## src/rtl/cmd_page_splitter.sv

```systemverilog
// cmd_page_splitter: cuts one burst command into page-safe DRAM chunks
// tagged with first/last/index, at one chunk per cycle.
module cmd_page_splitter #(
  parameter int DramAddrWidth = 20,
  parameter int InLenWidth    = 8,
  parameter int DramLenWidth  = 6,
  parameter int PageWords     = 64
) (
  input  logic                     clk_i,
  input  logic                     rst_ni,
  input  logic                     cmd_valid_i,
  output logic                     cmd_ready_o,
  input  logic [DramAddrWidth-1:0] cmd_addr_i,
  input  logic [InLenWidth-1:0]    cmd_len_i,
  input  logic                     cmd_write_i,
  output logic                     cmd_valid_o,
  input  logic                     cmd_ready_i,
  output logic [DramAddrWidth-1:0] cmd_addr_o,
  output logic [DramLenWidth-1:0]  cmd_len_o,
  output logic                     cmd_write_o,
  output logic                     cmd_first_o,
  output logic                     cmd_last_o,
  output logic [InLenWidth-1:0]    cmd_idx_o
);

  localparam int W = (InLenWidth > DramAddrWidth ?
                      InLenWidth : DramAddrWidth) + 1;

  localparam logic [W-1:0] PageW    = W'(PageWords);
  localparam logic [W-1:0] PageMask = PageW - W'(1);
  localparam logic [W-1:0] MaxChunk = W'(1) << DramLenWidth;

  typedef enum logic {
    IDLE,
    BUSY
  } state_e;

  state_e state_q, state_d;

  logic [DramAddrWidth-1:0] addr_q;
  logic [InLenWidth-1:0]    rem_q;
  logic                     wr_q;
  logic [InLenWidth-1:0]    idx_q;

  logic [W-1:0] room;
  logic [W-1:0] need;
  logic [W-1:0] chunk;
  logic         last;
  logic         valid;
  logic         ready;
  logic         load;
  logic         adv;

  // Chunk size: smallest of what is left, page room and max burst
  always_comb begin
    room  = PageW - (W'(addr_q) & PageMask);
    need  = W'(rem_q) + W'(1);
    chunk = need;
    if (room < chunk) chunk = room;
    if (MaxChunk < chunk) chunk = MaxChunk;
    last  = (chunk == need);
  end

  assign cmd_valid_o = valid;
  assign cmd_ready_o = ready;
  assign cmd_addr_o  = addr_q;
  assign cmd_len_o   = DramLenWidth'(chunk - W'(1));
  assign cmd_write_o = wr_q;
  assign cmd_first_o = (idx_q == '0);
  assign cmd_last_o  = last;
  assign cmd_idx_o   = idx_q;

  // State register
  always_ff @(posedge clk_i) begin
    if (!rst_ni) state_q <= IDLE;
    else         state_q <= state_d;
  end

  // Next state, handshake and register-update strobes
  always_comb begin
    state_d = state_q;
    valid   = 1'b0;
    ready   = 1'b0;
    load    = 1'b0;
    adv     = 1'b0;
    unique case (state_q)
      IDLE: begin
        ready = rst_ni;
        if (rst_ni && cmd_valid_i) begin
          load    = 1'b1;
          state_d = BUSY;
        end
      end
      BUSY: begin
        valid = 1'b1;
        ready = rst_ni & last & cmd_ready_i;
        if (cmd_ready_i) begin
          if (!last)            adv     = 1'b1;
          else if (cmd_valid_i) load    = 1'b1;
          else                  state_d = IDLE;
        end
      end
      default: state_d = IDLE;
    endcase
  end

  // Held command: load a new one or step past the issued chunk
  always_ff @(posedge clk_i) begin
    if (!rst_ni) begin
      addr_q <= '0;
      rem_q  <= '0;
      wr_q   <= 1'b0;
      idx_q  <= '0;
    end else if (load) begin
      addr_q <= cmd_addr_i;
      rem_q  <= cmd_len_i;
      wr_q   <= cmd_write_i;
      idx_q  <= '0;
    end else if (adv) begin
      addr_q <= addr_q + DramAddrWidth'(chunk);
      rem_q  <= rem_q - InLenWidth'(chunk);
      idx_q  <= idx_q + InLenWidth'(1);
    end
  end

endmodule

```

## config.mk

```make
export PLATFORM = sky130hd
export DESIGN_NAME = cmd_page_splitter
export DESIGN_NICKNAME = d
export VERILOG_FILES = /design/src/rtl/cmd_page_splitter.sv
export SDC_FILE = /design/constraint.sdc
export NUM_CORES = 1
export LEC_CHECK = 0
export BUFFER_PORTS_ARGS = -buffer_cell sky130_fd_sc_hd__buf_2
export CAP_MARGIN = 10
export CORE_UTILIZATION = 50
export CTS_CLUSTER_SIZE = 8
export DETAILED_ROUTE_END_ITERATION = 8
export PLACE_DENSITY = 0.84
export SYNTH_ARGS = -nofsm -noshare
export SYNTH_HDL_FRONTEND = slang
export SYNTH_SLANG_ARGS = --single-unit
```

## constraint.sdc

```tcl
create_clock -name clk_i -period 8.8 [get_ports clk_i]
set_input_delay 1.76 -clock clk_i [delete_from_list [all_inputs] [get_ports clk_i]]
set_output_delay 1.76 -clock clk_i [all_outputs]
set_load 0.005 [all_outputs]
```

==> results.tsv, run 1 <==
metric	value	unit
yosysTopAreaCellShare	22.8	%
die_h	83.6	µm
clk_latency	0.30	ns
viasPerCell	5.98	
fin_area	3760	µm²
n_antenna_cell	0	
dp_cells	567	
grt_pass1_wl	14600	µm
synthToLayoutAreaGrowth	13.0	%
cts_buffers	5	
ys_seq_area_share	22.8	%
nets	560	
cp_max_fo	19	
clock-sinks	38	
core_region_area	6390	µm²
hold_violations	0	
synth-seq-cells	38	
grtUsageTotal	25.2	%
rows	29	
clock_path_buffers	2	
synth_cells	435	
syn_area_per_cell	7.66	µm²
globalRouteOverflowTotal	0	
ant_nets	0	
clock_skew	0.00681	ns
finalNonFillerCells	574	
synthArstFlopShare	0	%
fin_crit	7.39	ns
required	7.04	ns
cts_tree	done	
grt_pass1_vias	3109	
endpoint_kind	primary output	
num_vias	3435	
yosysWarnings	0	
netlist_area	3330	µm²
io_pins	72	
synth_edf_count	0	
maxSlewViolCount	0	
grt_start_max_net_pins	28	
tns	0	ns
max_freq	135	MHz
synth.most_common_cell	nand2_1	
status	finished, final reports clean	
post_synth_num_cell_types	64	
yosysTopAreaCell	dfxtp_1	
drc	0	
die_w	83.6	µm
drtIter0Drc	232	
drive_gt1_share	17.7	%
startpoint_type	register	
drt-total-wl	8790	µm
min_path_type	register to register	
finalCritPeriodShare	84.0	%
cap_violations	0	
post_drt_wl_per_cell	15.3	µm
arrival	5.63	ns
die_area	7000	µm²
hold_buffers	0	
antenna_found_initial	0	
htreeDepth	2	
finalSetupViolCount	0	
post_cts.repair.setup_buffers	0	
max_slew_margin	42.7	%
path_clk_slew	0.08	ns
synth_common_cells	54 x nand2_1, 38 x dfxtp_1, 36 x inv_1	
place_area	3690	µm²
synthTopCellsByArea	dfxtp_1 23%, ha_1 11%, nand2_1 6.1%	
root_buffer	clkbuf_8	
dr.pass1.iters	5	
critPathKind	register to primary output	
hpwl	6500	µm
tightest_slew	0.855	ns
cts.repair.resized	0	
rsz0062_at_grt	false	
gp_congestion	0.898	
start_util	52.2	%
ys.flop_type	dfxtp_1	
port_buffers	71	
==> critical path, cell delays in order (launching register included) <==
cell	delay, ns
dfxtp_1	0.55
ha_1	0.34
inv_1	0.09
or3_1	0.40
nand2_1	0.11
inv_1	0.09
ha_1	0.32
a21oi_1	0.15
o21a_1	0.20
a22o_1	0.53
a211oi_1	0.11
a21o_1	0.23
nor2b_1	0.24
ha_1	0.29
a21oi_1	0.13
o311ai_1	0.15
a311oi_4	0.42
and2_1	0.54
a21oi_1	0.17
nor2b_1	0.12
buf_2	0.11
==> state kept, by name, summed over array words and instances (netlist names) <==
signal / cells
cmd_addr_o: 20
cmd_write_o: 1
state_q: 1
rem_q: 8
cmd_idx_o: 8
==> per-layer routing <==
metal	routed length [µm]	vias up	global-route usage, %
met5	0	-	0
met4	169	0	8.78
met3	412	16	4.15
met2	4160	95	41.5
met1	4050	1617	33.3
li1	-	1707	-
==> final cells by class <==
cell class | instances | area [µm²]
Timing Repair Buffer | 73 | 370
Sequential cell | 38 | 761
Fill cell | 558 | 2620
Tap cell | 77 | 96.3
Multi-Input combinational cell | 343 | 2330
Inverter | 36 | 135
Clock buffer | 7 | 76.3
==> layout by cell type (no fill, tap or decap), drive strengths merged, types with 16 or more instances in the layout <==
| master | instances |
|---|---|
| nor2 | 21 |
| a22oi | 16 |
| buf | 73 |
| ha | 28 |
| a21oi | 25 |
| nand2 | 54 |
| o21ai | 23 |
| nand3 | 18 |
| inv | 36 |
| dfxtp | 38 |
==> kinds of logic after synthesis <==
kind of cell	Yosys count	share of synthesized area [%]
multiplexers	3	0.901
buffers and inverters	55	7.51
adder cells (fa/ha/maj)	30	11.7
flip-flops	38	22.8
AO/OA/AOI/OAI	124	26.3
XOR/XNOR	25	6.57
other	1	0.113
AND/OR/NAND/NOR	159	24.1
==> stage by stage <==
stage	hold WS [ns]	utilization, %	worst slack, ns
2_1_floorplan	0.468	-	2.70
3_3_place_gp	0.462	57.8	2.07
3_5_place_dp	0.474	57.8	1.86
4_1_cts	0.489	59.0	1.49
5_1_grt	0.526	59.0	1.02
6_report	0.488	59.0	1.41
==> final timing paths <==
path	from	slack (ns)	depth (start not counted)	to
setup / recovery	rem_q[1]$_SDFFE_PN0P_	1.41	20	cmd_ready_o
hold / removal	cmd_addr_o[19]$_SDFFE_PN0P_	0.49	2	cmd_addr_o[19]$_SDFFE_PN0P_
setup reg to reg	rem_q[1]$_SDFFE_PN0P_	2.65	23	cmd_addr_o[16]$_SDFFE_PN0P_
hold reg to reg	cmd_addr_o[19]$_SDFFE_PN0P_	0.49	2	cmd_addr_o[19]$_SDFFE_PN0P_
Power of run 1 is not shown: default switching activity piles up to over one toggle a cycle in this logic, so the estimate is an artifact.
==> run 2: changes to the inputs <==
--- a/config.mk
+++ b/config.mk
@@ -5,6 +5,7 @@
 export SDC_FILE = /design/constraint.sdc
 export NUM_CORES = 1
 export LEC_CHECK = 0
+export ABC_AREA = 1
 export BUFFER_PORTS_ARGS = -buffer_cell sky130_fd_sc_hd__buf_2
 export CAP_MARGIN = 10
 export CORE_UTILIZATION = 50
==> constraint.sdc (replaced) <==
create_clock -name clk_i -period 7.45 [get_ports clk_i]
set_input_delay 1.49 -clock clk_i [delete_from_list [all_inputs] [get_ports clk_i]]
set_output_delay 1.49 -clock clk_i [all_outputs]
set_load 0.005 [all_outputs]
==> run 2 against run 1 <==
Compared with the run above:
- worst setup slack lost 0.060 ns
- sequential cell count stayed put
- final cell count up 27%
==> results.tsv, run 2 <==
metric	value	unit
n_antenna_cell	0	
synth.most_common_cell	nand2_1	
endpoint_kind	primary output	
clock_path_buffers	2	
cts_tree	done	
yosysTopAreaCell	dfxtp_1	
fin_crit	6.10	ns
synth_edf_count	0	
dp_cells	721	
fin_area	4070	µm²
max_freq	164	MHz
place_area	3960	µm²
max_slew_margin	27.8	%
htreeDepth	2	
finalNonFillerCells	728	
arrival	4.61	ns
final_util	59.6	%
status	finished, final reports clean	
synth_cells	568	
mostFrequentLayoutCells	121 x nand2_1, 90 x nor2_1, 79 x inv_1	
viasPerCell	5.05	
antenna_found_initial	0	
ant_nets	0	
tns	0	ns
grt_pass1_vias	3505	
ff_latch_area	761	µm²
synth_common_cells	121 x nand2_1, 90 x nor2_1, 79 x inv_1	
syn_area_per_cell	6.26	µm²
clock_skew	0.00354	ns
n_fill_cell	658	
critPathKind	register to primary output	
die_h	86.3	µm
post_synth_num_cell_types	35	
ys_seq_area_share	21.4	%
tightest_slew	1.08	ns
required	5.96	ns
multi_input_comb_area	2410	µm²
core_region_area	6830	µm²
path_clk_slew	0.08	ns
clock-sinks	38	
rows	30	
clk_latency	0.29	ns
gp_congestion	0.976	
cap_violations	0	
startpoint_type	register	
drive_gt1_share	19.3	%
nets	695	
cts_buffers	5	
num_vias	3675	
yosysTopAreaCellShare	21.4	%
synth-seq-cells	38	
globalRouteOverflowTotal	0	
root_buffer	clkbuf_8	
die_w	86.3	µm
yosysWarnings	0	
hold_buffers	0	
cp_max_fo	37	
start_util	52.1	%
hold_violations	0	
io_pins	72	
synthTopCellsByArea	dfxtp_1 21%, nand2_1 13%, ha_1 9.9%	
dr.pass1.iters	5	
synthArstFlopShare	0	%
post_cts.repair.setup_buffers	0	
grtUsageTotal	24.8	%
finalSetupViolCount	0	
drtIter0Drc	191	
synthToLayoutAreaGrowth	14.5	%
grt_start_max_net_pins	38	
largest_reg_flops	20	
rsz0062_at_grt	false	
maxSlewViolCount	0	
finalCritPeriodShare	81.9	%
port_buffers	71	
drc	0	
grt_pass1_wl	15000	µm
ys.flop_type	dfxtp_1	
post_drt_wl_per_cell	12.3	µm
netlist_area	3560	µm²
die_area	7450	µm²
drt-total-wl	8960	µm
cts.repair.resized	0	
mostFrequentLayoutCell	nand2_1	
hpwl	6760	µm
min_path_type	register to register	
==> run 2: cell type report <==
cell class | instances | area share [%]
well taps | 96 | 2.95
flip-flops and latches | 38 | 18.7
repair buffers | 71 | 8.73
inverters | 82 | 7.56
clock buffers | 6 | 2.03
clock inverters | 1 | 0.738
multi-input cells | 434 | 59.3
==> run 2: cell families (layout without fill, tap and decap cells) <==
kind of cell,count (synthesis),in the layout,share of synthesized area (%)
AND/OR/NAND/NOR,330,330,42.5
buffers and inverters,97,160,10.8
AO/OA/AOI/OAI,39,39,6.05
flip-flops,38,38,21.4
XOR/XNOR,33,33,8.13
adder cells (fa/ha/maj),30,30,11.0
other,1,2,0.105
==> run 2: routing by layer <==
layer  wire length (µm)  part of all wire, %  up-vias  global-route usage, %
met2               4330                   48      108                   45.1
li1                   -                    -     1910                      -
met1               4070                   45     1637                   29.8
met3                356                  4.0       20                   3.14
met5                  0                    0        -                      0
met4                206                  2.3        0                   8.94
==> run 2: worst paths after layout <==
| check | from | slack, ns | depth (start not counted) | end |
|---|---|---|---|---|
| max | rem_q[1]$_SDFFE_PN0P_ | 1.35 | 25 | cmd_ready_o |
| min | cmd_idx_o[1]$_SDFFE_PP0P_ | 0.51 | 2 | cmd_idx_o[1]$_SDFFE_PP0P_ |
| max reg2reg | rem_q[1]$_SDFFE_PN0P_ | 2.29 | 32 | cmd_addr_o[18]$_SDFFE_PN0P_ |
| min reg2reg | cmd_idx_o[1]$_SDFFE_PP0P_ | 0.51 | 2 | cmd_idx_o[1]$_SDFFE_PP0P_ |
==> run 2: metrics by stage <==
step | worst slack [ns] | hold WS, ns
after global placement | 1.87 | 0.490
final | 1.35 | 0.506
after CTS | 1.35 | 0.508
after floorplan | 2.28 | 0.488
after detailed placement | 1.70 | 0.495
after global routing | 0.879 | 0.543
==> run 2: worst max-delay path, stage by stage, from the launching register on <==
cell	delay, ns
dfxtp_1	0.45
ha_1	0.22
nand2_1	0.07
inv_1	0.09
nand4_1	0.10
xor2_1	0.29
inv_1	0.12
ha_1	0.30
a21oi_1	0.16
nand2_2	0.15
nand2_4	0.16
nand2_4	0.07
o21ai_4	0.09
nand2_1	0.14
inv_1	0.11
ha_1	0.24
inv_1	0.08
o211ai_1	0.09
nor3b_1	0.19
nand3_1	0.12
nor2_2	0.18
nand2_4	0.28
o21ai_0	0.32
inv_1	0.07
nor2_1	0.08
buf_2	0.13
Power of run 2 is left out for the same reason.
